--- config.mk ---
export PLATFORM = sky130hd
export DESIGN_NAME = psum_drain
export DESIGN_NICKNAME = d
export VERILOG_FILES = /design/src/rtl/psum_drain.sv
export SDC_FILE = /design/constraint.sdc
export NUM_CORES = 1
export LEC_CHECK = 0
export BUFFER_PORTS_ARGS = -buffer_cell sky130_fd_sc_hd__buf_4
export CORE_ASPECT_RATIO = 1.4
export CORE_MARGIN = 5
export CORE_UTILIZATION = 40
export CTS_BUF_LIST = sky130_fd_sc_hd__clkbuf_16
export DETAILED_ROUTE_END_ITERATION = 10
export GPL_TIMING_DRIVEN = 0
export SLEW_MARGIN = 5
export SYNTH_ARGS = -nofsm -noshare
export SYNTH_HDL_FRONTEND = slang
export SYNTH_SLANG_ARGS = --single-unit
--- constraint.sdc ---
create_clock -name clk -period 3.5 [get_ports clk]
set_clock_uncertainty 0.2 [all_clocks]
set_input_delay 0.525 -clock clk [delete_from_list [all_inputs] [get_ports clk]]
set_output_delay 0.525 -clock clk [all_outputs]
set_load 0.01 [all_outputs]
--- src/rtl/psum_drain.sv ---
// Drains column partial-sum words from the output FIFO into the psum SRAM,
// either overwriting or accumulating (read-modify-write) at consecutive addresses.
module psum_drain #(
  parameter int unsigned psum_bw = 16,
  parameter int unsigned col     = 4,
  parameter int unsigned addr_bw = 11
) (
  input  logic                   clk,
  input  logic                   reset,
  input  logic                   start,
  input  logic                   acc,
  input  logic [addr_bw-1:0]     base_addr,
  input  logic [addr_bw-1:0]     num_rows,
  input  logic                   o_valid,
  input  logic [col*psum_bw-1:0] psum_in,
  output logic                   rd_ofifo,
  output logic                   mem_en,
  output logic                   mem_wen,
  output logic [addr_bw-1:0]     mem_addr,
  output logic [col*psum_bw-1:0] mem_din,
  input  logic [col*psum_bw-1:0] mem_dout,
  output logic                   busy,
  output logic                   done
);

  localparam int unsigned data_w = col * psum_bw;

  typedef enum logic [2:0] {
    IDLE = 3'd0,
    POP  = 3'd1,
    RD   = 3'd2,
    WAIT = 3'd3,
    WR   = 3'd4,
    DONE = 3'd5
  } state_t;

  state_t              state;
  logic [addr_bw-1:0]  cnt;
  logic [data_w-1:0]   data_q;
  logic                acc_q;
  logic [addr_bw-1:0]  base_q;
  logic [addr_bw-1:0]  rows_q;
  logic [addr_bw-1:0]  addr_sum;

  // Address wraps modulo 2^addr_bw by truncation.
  assign addr_sum = base_q + cnt;

  // Job sequencing and datapath registers.
  always_ff @(posedge clk) begin
    if (reset) begin
      state  <= IDLE;
      cnt    <= '0;
      data_q <= '0;
      acc_q  <= 1'b0;
      base_q <= '0;
      rows_q <= '0;
    end else begin
      case (state)
        IDLE: begin
          if (start) begin
            acc_q  <= acc;
            base_q <= base_addr;
            rows_q <= num_rows;
            cnt    <= '0;
            state  <= (num_rows == '0) ? DONE : POP;
          end
        end
        POP: begin
          if (o_valid) begin
            data_q <= psum_in;
            state  <= acc_q ? RD : WR;
          end
        end
        RD: state <= WAIT;
        WAIT: begin
          // Per-lane wrapping add of the SRAM word read in RD.
          for (int i = 0; i < int'(col); i++) begin
            data_q[i*psum_bw +: psum_bw] <= data_q[i*psum_bw +: psum_bw]
                                          + mem_dout[i*psum_bw +: psum_bw];
          end
          state <= WR;
        end
        WR: begin
          if (cnt == rows_q - addr_bw'(1)) begin
            state <= DONE;
          end else begin
            cnt   <= cnt + addr_bw'(1);
            state <= POP;
          end
        end
        DONE:    state <= IDLE;
        default: state <= IDLE;
      endcase
    end
  end

  // Output decode from state and registers.
  always_comb begin
    rd_ofifo = 1'b0;
    mem_en   = 1'b0;
    mem_wen  = 1'b0;
    mem_addr = '0;
    mem_din  = '0;
    busy     = (state != IDLE);
    done     = 1'b0;
    case (state)
      POP: rd_ofifo = o_valid;
      RD: begin
        mem_en   = 1'b1;
        mem_addr = addr_sum;
      end
      WR: begin
        mem_en   = 1'b1;
        mem_wen  = 1'b1;
        mem_addr = addr_sum;
        mem_din  = data_q;
      end
      DONE:    done = 1'b1;
      default: ;
    endcase
  end

endmodule

Yosys cells after proc, flatten, opt, wreduce, memory -nomap -nowiden
Index checks and enable logic that the tools add are counted.
{"block": "word_totals", "ff_bits": 101, "inputBits": 155, "out_inout_bits": 80, "word_cells": 49}
{"block": "op_classes", "add_sub_neg": 7, "eq_ne": 9, "mux": 17, "reduce_logical": 10}
{"operator": "$mux 64", "count": 2}
{"operator": "$pmux 64 s2", "count": 1}
{"operator": "$add 16x16->16", "count": 4}
{"operator": "$mux 11", "count": 3}
{"operator": "$pmux 11 s2", "count": 1}
{"operator": "$mux 3", "count": 5}
{"operator": "$pmux 3 s5", "count": 1}
{"operator": "$add 11x1->11 const B", "count": 1}
{"operator": "$add 11x11->11", "count": 1}
{"operator": "$eq 11x11->1", "count": 1}
{"operator": "$logic_not 11->1", "count": 1}
{"operator": "$sub 11x1->11 const B", "count": 1}
{"operator": "$eq 3x2->1 const B", "count": 2}
{"operator": "$eq 3x3->1 const B", "count": 2}
{"operator": "$ne 2x2->1 const B", "count": 3}
{"operator": "$reduce_and 2->1", "count": 3}
{"operator": "$mux 1", "count": 4}
{"operator": "$reduce_bool 2->1", "count": 2}
{"operator": "$eq 3x1->1 const B", "count": 1}
{"operator": "$logic_not 3->1", "count": 1}
{"operator": "$reduce_and 3->1", "count": 1}
{"operator": "$reduce_bool 3->1", "count": 1}
{"operator": "$reduce_or 2->1", "count": 1}

Longest topological paths before layout
{"block": "depth", "depth_word": 4, "depth_mapped": 10, "mapped_depth_nobuf": 10}

Worst setup path before layout
Ideal clock, no wire load.
{"block": "synth_timing", "path_type": "reg-to-output", "startpoint": "register cnt[0]", "endpoint": "output port mem_addr[10]", "arrival_time_ns": 2.111, "setup_slack_ns": 0.664, "stages_incl_launch_ff": 10, "cell_sequence": "dfxtp_1 ha_1 fa_1 a21oi_1 o21ai_0 o211a_1 o41a_1 a31oi_1 xnor2_1 nor2_1"}
{"block": "synth_via", "elab_chain_len": 2}
{"item": "start: declaration", "line": "38", "rtl": "logic [addr_bw-1:0] cnt;"}
{"item": "start signal: assignment", "line": "87", "rtl": "cnt <= cnt + addr_bw'(1);"}
{"item": "$add 11x11->11", "line": "46", "rtl": "assign addr_sum = base_q + cnt;"}
{"item": "$mux 11", "line": "106", "rtl": "case (state)"}
{"item": "end: declaration", "line": "19", "rtl": "output logic [addr_bw-1:0] mem_addr,"}
No other way between the ends.

Worst setup path in the final report
Same ends and word-level chain as after synthesis.

==> results.json <==
{
  "clk_pin_slew_ps": 70,
  "grt_pass1_vias": 8586,
  "insertion_delay_ps": 360,
  "final_antenna_net_count": 0,
  "grt_max_degree": 17,
  "crit_chain": "ha_1, fa_2, a21oi_2, o21ai_0, o211a_1, o41a_1, a31oi_1, xnor2_1, nor2_1, buf_4",
  "crit_arrival_ps": 2670,
  "p_per_area_nw_per_um2": 299,
  "start_util_pct": 40.8,
  "synthArstFlopShare_pct": 0,
  "finalSetupViolCount": 0,
  "drt_iter0_drc": 384,
  "synth_seq_cells": 101,
  "vias_per_cell": 5.56,
  "root_buffer": "clkbuf_16",
  "synth_most_common_cell": "dfxtp_1",
  "port-buffer-count": 234,
  "synth_compound_area_share_pct": 23.3,
  "seqPwrFrac_pct": 39.0,
  "netSwitchingFraction_pct": 30.6,
  "slew_headroom_pct": 44.7,
  "hold_ws_ps": 217,
  "crit_path_end_kind": "output port",
  "cts_tree": "built",
  "gp_congestion": 0.915,
  "synth-simple-area-share_pct": 23.1,
  "crit_slowest_cell": "dfxtp_2",
  "synth_common_cells": "dfxtp_1, nor2_1, a21oi_1, nand2_1",
  "clock_path_buffers": 2,
  "grtUsageTotal_pct": 23.5,
  "synthMuxAreaShare_pct": 6.22,
  "min_path_type": "input pin to flip-flop",
  "criticalPathCategory": "flip-flop to output port",
  "fin_crit_ps": 3390,
  "syn_to_final_growth_pct": 28.7,
  "hold_viol_final": 0,
  "status": "complete, no violations",
  "irDropWorstVdd_uv": 229,
  "rsz0062_at_grt": "false",
  "tightest_slew_ps": 830,
  "drt_wl_total_um": 29400,
  "fin_ws_ps": 105,
  "synth_top_family_by_area": "compound AO/OA/AOI/OAI gates",
  "avgRoutedWirePerCell_um": 19.1,
  "synth.distinct_cells": 76,
  "maxCapViolations": 0,
  "required_ps": 2770,
  "netlist_area_um2": 8380,
  "via_count": 8561,
  "yosys_warnings": 0,
  "grt_first_pass_wirelength_um": 45400,
  "nFillCells": 2022,
  "antenna_found_initial": 1,
  "setup_tns_ps": 0,
  "rows": 62,
  "die_height_um": 181,
  "p_sw_w": 0.000988,
  "synth_top_area_share_pct": 24.1,
  "nets": 1511,
  "coreArea_um2": 20600,
  "place_ws_ps": 316,
  "die_area_um2": 24000,
  "crit_buf_inv": 1,
  "fin_util_pct": 52.5,
  "drcViolationCount": 0,
  "die_width_um": 132,
  "numCtsBuffers": 9,
  "grt_overflow_total": 0,
  "dr.pass1.iters": 6,
  "critical-path-top-delay-family": "compound AO/OA/AOI/OAI gates",
  "synth_ff_type": "dfxtp_1",
  "comb_power_share_pct": 26.5,
  "start_kind": "flip-flop",
  "final_area_um2": 10800,
  "hold_buffers": 0,
  "post-route-period-util_pct": 97.0,
  "yosys.area_share.xor_xnor_pct": 7.31,
  "max_stage_delay_ps": 380,
  "pwr-share-clk_pct": 34.6,
  "drive_gt1_share_pct": 22.6,
  "placed_area_um2": 10500,
  "synthTopCellsByArea": "dfxtp_1, ha_1, a211oi_1",
  "syn_inst": 1034,
  "synth_edf_count": 0,
  "synth_nets": 1266,
  "cts.sinks": 101,
  "cp_max_fo": 7,
  "drv_slew": 0,
  "leakagePower_nw": 4.70,
  "yosysSeqAreaShare_pct": 24.1,
  "p_int_w": 0.00224,
  "max_freq_mhz": 295,
  "syn_area_per_cell_um2": 8.11,
  "synthAdderAreaFrac_pct": 11.9,
  "ioPinCount": 235,
  "synth_top_cell_by_area": "dfxtp_1",
  "htreeDepth": 3,
  "dp_hpwl_um": 23800
}
==> final timing paths <==
path                          start                      to  slack [ps]  depth (start not counted)
max reg2reg  rows_q[0]$_SDFFE_PP0P_    cnt[10]$_SDFFE_PP0P_         490                          9
min reg2reg  base_q[6]$_SDFFE_PP0P_  base_q[6]$_SDFFE_PP0P_         260                          2
max             cnt[0]$_SDFFE_PP0P_            mem_addr[10]         110                         10
min                    base_addr[1]  base_q[1]$_SDFFE_PP0P_         220                          3
==> stage by stage <==
step,std cells,power [W]
after global placement,1524,0.00213
final,1541,0.00323
after CTS,1540,0.00324
after floorplan,1034,0.00182
after global routing,1541,0.00338
after detailed placement,1524,0.00214
==> power groups by stage <==
| stage | sequential, W | combinational [W] | clock (W) |
|---|---|---|---|
| floorplan | 0.00126 | 0.000555 | 0 |
| global placement | 0.00128 | 0.000844 | 0 |
| detailed placement | 0.00128 | 0.000852 | 0 |
| finish | 0.00126 | 0.000854 | 0.00111 |
| CTS | 0.00126 | 0.000857 | 0.00113 |
| global route | 0.00126 | 0.000943 | 0.00117 |
==> state kept, by name (all words and copies together), names as in the netlist <==
name	count
acc_q	1
cnt	11
data_q	64
rows_q	11
base_q	11
state	3
==> layout by cell type (no fill, tap or decap), types with 7 or more instances in the layout <==
cell type / netlist / routed
a211oi_1: 72 / 72
a21o_1: 11 / 11
a21oi_1: 81 / 80
and2_1: 69 / 69
and3_1: 11 / 11
buf_2: 11 / 11
buf_4: 0 / 234
clkbuf_1: 33 / 33
clkbuf_16: 0 / 9
dfxtp_1: 101 / 99
ha_1: 72 / 72
inv_1: 29 / 29
mux2i_1: 51 / 51
nand2_1: 77 / 77
nand2b_1: 10 / 10
nand3_1: 11 / 11
nand4_1: 8 / 8
nor2_1: 91 / 91
nor2b_1: 24 / 24
nor3_1: 28 / 28
o21a_1: 14 / 14
o21ai_0: 26 / 26
o21bai_1: 7 / 7
or3_1: 12 / 12
xnor2_1: 46 / 46
xor2_1: 24 / 24
==> layer usage <==
layer  global-route usage [%]  vias to the layer above  wire length, um
met5                        0                        -                0
met4                     8.07                        0              798
met3                     4.42                       46             1640
met2                     44.3                      236            15500
met1                     26.1                     4030            11500
li1                         -                     4249                -
==> worst min-delay path, stage by stage <==
cell and delay [ps]:
buf_4 110, nand2_1 40, a21oi_1 50
==> final cells by class <==
class                           count  area [um^2]  share of cell area [%]
Inverter                           29          109                    1.01
Antenna cell                        1         2.50                  0.0232
Timing Repair Buffer              234         1760                    16.3
Buffer                             52          224                    2.08
Tap cell                          256          320                    2.97
Sequential cell                   101         2020                    18.8
Clock buffer                        9          225                    2.09
Clock inverter                      7         90.1                   0.835
Multi-Input combinational cell    852         6030                    55.9
==> what timing repair did <==
| item | in CTS | in global routing |
|---|---|---|
| buffers inserted | 0 | 0 |
| setup endpoints to repair | 1 | 2 |
| resized for setup | 2 | 2 |
==> logic make-up (layout without fill, tap and decap cells) <==
group / Yosys count / count (layout)
AO/OA/AOI/OAI: 282 / 282
flip-flops: 101 / 101
multiplexers: 52 / 52
XOR/XNOR: 70 / 70
AND/OR/NAND/NOR: 371 / 371
other: 0 / 1
adder cells (fa/ha/maj): 77 / 77
buffers and inverters: 81 / 331
Note: power is estimated with default switching activity, not from simulation.
